**config.mk**
```make
export PLATFORM = sky130hd
export DESIGN_NAME = ahb_default_slave_p
export DESIGN_NICKNAME = d
export VERILOG_FILES = /design/src/rtl/ahb_default_slave_p.sv
export SDC_FILE = /design/constraint.sdc
export NUM_CORES = 1
export LEC_CHECK = 0
export ABC_AREA = 1
export CORE_UTILIZATION = 45
export DETAILED_ROUTE_END_ITERATION = 6
export PLACE_DENSITY_LB_ADDON = 0.05
export SYNTH_ARGS = -nofsm -noshare
export SYNTH_HDL_FRONTEND = slang
export SYNTH_SLANG_ARGS = --single-unit
```
**constraint.sdc**
```tcl
create_clock -name h_clk -period 2.59 [get_ports h_clk]
set_clock_uncertainty 0.05 [all_clocks]
set_input_delay 0.518 -clock h_clk [delete_from_list [all_inputs] [get_ports h_clk]]
set_output_delay 0.518 -clock h_clk [all_outputs]
set_load 0.01 [all_outputs]
```
**src/rtl/ahb_default_slave_p.sv**
```systemverilog
// AHB-Lite default slave: answers unclaimed transfers with a two-cycle
// ERROR after optional wait states and logs the most recent fault.
module ahb_default_slave_p #(
  parameter int NUM_SLAVES  = 5,
  parameter int ADDR_W      = 32,
  parameter int WAIT_STATES = 0,
  parameter int CNT_W       = 8
) (
  input  logic                  h_clk,
  input  logic                  h_reset,
  input  logic [NUM_SLAVES-1:0] h_sel,
  input  logic [1:0]            h_trans,
  input  logic [ADDR_W-1:0]     h_addr,
  input  logic                  h_write,
  input  logic                  h_ready,
  output logic                  h_ready_out,
  output logic                  h_resp,
  input  logic                  err_clr,
  output logic                  err_valid,
  output logic [ADDR_W-1:0]     err_addr,
  output logic                  err_write,
  output logic [CNT_W-1:0]      err_count
);

  typedef enum logic [1:0] {
    S_IDLE,
    S_WAIT,
    S_ERR1,
    S_ERR2
  } state_t;

  localparam logic [3:0] WS_LOAD =
    4'((WAIT_STATES > 0) ? WAIT_STATES - 1 : 0);
  localparam logic [CNT_W-1:0] CNT_MAX = '1;

  state_t     state, state_nxt;
  logic [3:0] cnt, cnt_nxt;
  logic       acc;

  assign acc = h_ready && (h_sel == '0) &&
               (h_trans == 2'b10 || h_trans == 2'b11);

  always_ff @(posedge h_clk) begin
    if (h_reset) begin
      state <= S_IDLE;
      cnt   <= '0;
    end else begin
      state <= state_nxt;
      cnt   <= cnt_nxt;
    end
  end

  always_comb begin
    state_nxt = state;
    cnt_nxt   = cnt;
    unique case (state)
      S_IDLE, S_ERR2: begin
        state_nxt = S_IDLE;
        if (acc) begin
          if (WAIT_STATES > 0) begin
            state_nxt = S_WAIT;
            cnt_nxt   = WS_LOAD;
          end else begin
            state_nxt = S_ERR1;
          end
        end
      end
      S_WAIT: begin
        if (cnt == '0) state_nxt = S_ERR1;
        else           cnt_nxt   = cnt - 4'd1;
      end
      S_ERR1:  state_nxt = S_ERR2;
      default: state_nxt = S_IDLE;
    endcase
  end

  assign h_ready_out = (state == S_IDLE) || (state == S_ERR2);
  assign h_resp      = (state == S_ERR1) || (state == S_ERR2);

  // An accept in the same cycle as a clear restarts the log at one.
  always_ff @(posedge h_clk) begin
    if (h_reset) begin
      err_valid <= 1'b0;
      err_addr  <= '0;
      err_write <= 1'b0;
      err_count <= '0;
    end else if (acc) begin
      err_valid <= 1'b1;
      err_addr  <= h_addr;
      err_write <= h_write;
      if (err_clr)                err_count <= CNT_W'(1);
      else if (err_count != CNT_MAX) err_count <= err_count + CNT_W'(1);
    end else if (err_clr) begin
      err_valid <= 1'b0;
      err_count <= '0;
    end
  end

endmodule

```
==> metrics.csv <==
metric;value;unit
period utilisation layout;87.7;%
R2R Setup Slk;1.16;ns
Netlist Area Pre-Place;0.00208;sq mm
final-report hold violation count;0;
Yosys warnings;0;
Slew Limit Fails;0;
Routed met3 length;356;um
ratio of cells with drive above 1 in the final layout;6.76;%
worst-case clock buffer depth;2;
Top Metal Used;met4;
Starting Density;47.4;%
Area growth, synth to finish;44.8;%
sequential power share;58.3;%
WP data arrival;1.70;ns
relative max-transition margin;32.3;%
switching share of power;21.8;%
post-synthesis mux area share;0;%
CTS tree;built;
simple-gate share of the synthesized area;28.8;%
XOR/XNOR Fraction of Synth Area;0.421;%
post-synth top area share;46.2;%
H-tree lvl count;2;
post-synthesis sequential area ratio;46.2;%
Avg Cell Area, Syn;7.65;sq um
Compound-Gate Fraction of Synth Area;13.4;%
DRC Markers;0;
combinational family with the most area after synthesis;simple AND/OR/NAND/NOR gates;
Total Routing Usage GR;21.2;%
Worst-Margin Slew;1.01;ns
row count;24;
CP Class;reg2out;
DIE AREA;0.00490;sq mm
final hold slack;0.423;ns
Fill cells;379;
DR WL met2;2260;um
Nets;404;
Cells after Synth;272;
routed len/inst;11.8;um
grt ovf;0;
Tmin final;2.27;ns
worst skew pair latency;0.30;ns
largest net degree at the start of global routing;41;
Final Core Density;68.7;%
M1 WL;2110;um
Worst Path Required;2.02;ns
crit start category;register;
Net Count, Synth;321;
CTS root buf;clkbuf_8;
Hold/Removal Path Class;reg2reg;
Peak VDD IR;0.314;mV
die height;70.0;um
CP Capture Type;output pin;
Vias/cell;4.89;
RSZ-0062 raised after global routing;no;
final worst slack;0.318;ns
Cell Pwr Density;424;mW/mm^2
clock slew at reported path FFs;0.08;ns
drt total wl;4780;um
initial antenna violation count;0;
P_int;997;uW
cell taking the most area after synthesis;dfxtp_1;
clock share of power;32.9;%
top cells by area, synth;dfxtp_1 46%, nor2_1 14%, o21ai_0 8.9%, nand2_1 5.2%, inv_1 3.4%;
Final HPWL DP;3290;um
vias in the first global route;1939;
P_leak;0.00126;uW
CTS Hold Bufs;0;
register bit total from synthesis;48;
clk sinks;48;
Max-cap violations;0;
routability cong.;0.832;
Final TNS setup;0;ns
post-cts sizing count;0;
register area;961;sq um
first-pass GRT wire length;8420;um
Setup Fix Bufs, Post-CTS;0;
I/O pin total;88;
final setup fails;0;
via count;1990;
post-synthesis adder-cell area fraction;3.01;%
Unique masters post-synth;30;
multi-input logic area;950;sq um
P_sw;278;uW
pre-CTS WS;0.300;ns
Placeable Area;0.00438;sq mm
die width;70.0;um
FMAX;440;MHz
Worst Path Max Fanout;3;
Gate power share;8.7;%
number of CTS-inserted buffers;5;
DRC marker count from the first detailed-route iteration;74;
status;complete, no violations;
Initial DRT Pass Iterations;4;
ANT cells;0;
IO Port Bufs;86;
antenna violation net count after detailed routing;0;
## power by group through the flow
stage / clock (uW) / combinational (uW) / sequential (uW)
final: 420 / 111 / 744
after global routing: 465 / 121 / 745
after CTS: 432 / 112 / 744
after detailed placement: 0 / 111 / 761
after global placement: 0 / 110 / 761
after floorplan: 0 / 31.8 / 763
## area by class of cell
type | count | area share (%)
clock inverters | 1 | 0.166
flip-flops and latches | 48 | 31.9
multi-input cells | 191 | 31.5
repair buffers | 88 | 29.1
clock buffers | 6 | 2.41
well taps | 52 | 2.16
inverters | 21 | 2.70
## synthesized netlist by cell type
| master | instances |
|---|---|
| a21oi_1 | 9 |
| a21oi_2 | 2 |
| buf_2 | 4 |
| buf_4 | 1 |
| buf_6 | 3 |
| buf_8 | 1 |
| clkbuf_1 | 3 |
| dfxtp_1 | 48 |
| ha_1 | 5 |
| inv_1 | 19 |
| inv_2 | 1 |
| inv_4 | 1 |
| nand2_1 | 29 |
| nand2_2 | 2 |
| nand2_4 | 1 |
| nand3_1 | 10 |
| nand3_2 | 2 |
| nand3_4 | 1 |
| nand4_1 | 4 |
| nor2_1 | 77 |
| nor2_2 | 2 |
| nor2_4 | 1 |
| nor2_8 | 1 |
| nor3_1 | 3 |
| o211ai_1 | 1 |
| o21ai_0 | 37 |
| o21ai_4 | 1 |
| o21bai_1 | 1 |
| or2_2 | 1 |
| xor2_1 | 1 |
## layout by cell type (no fill, tap or decap), drive strengths merged, types with 5 or more instances in the layout
cell type      synthesis  layout
a21oi                 11      11
clkbuf                 3       6
clkdlybuf4s50          0      86
dfxtp                 48      48
ha                     5       5
inv                   21      21
nand2                 32      32
nand3                 13      13
nor2                  81      81
o21ai                 38      38
## metal layers
layer,GRT usage (%),vias up
li1,-,1036
met1,25.0,892
met2,35.8,58
met3,8.08,4
met4,6.00,0
met5,0,-
## path summary, 6_finish.rpt
check	from	cells past startpoint	endpoint
max	state[0]	4	h_resp
min reg2reg	err_valid	2	err_valid
min	err_valid	2	err_valid
max reg2reg	err_count[1]	9	err_count[7]
## state kept, by name (all words and copies together), names as in the netlist
signal,flops
cnt,4
err_addr,32
err_count,8
err_valid,1
err_write,1
state,2
## cell families after synthesis
group | Yosys count
flops | 48
xor+xnor | 1
fa+ha+maj | 5
simple gates | 134
compound gates | 51
buf+inv | 33
## per-stage QoR
| stage | area (sq um) | std cells | power, uW |
|---|---|---|---|
| finish | 3010 | 407 | 1270 |
| global route | 3010 | 407 | 1330 |
| CTS | 3010 | 407 | 1290 |
| detailed placement | 2930 | 400 | 872 |
| global placement | 2930 | 400 | 871 |
| floorplan | 2080 | 272 | 795 |
## worst max-delay path, stage by stage (launching register included)
cell             delay, ns
dfxtp_1               0.37
inv_1                 0.07
ha_1                  0.20
or2_2                 0.30
clkdlybuf4s50_1       0.48
(Power assumes the default switching activity.)
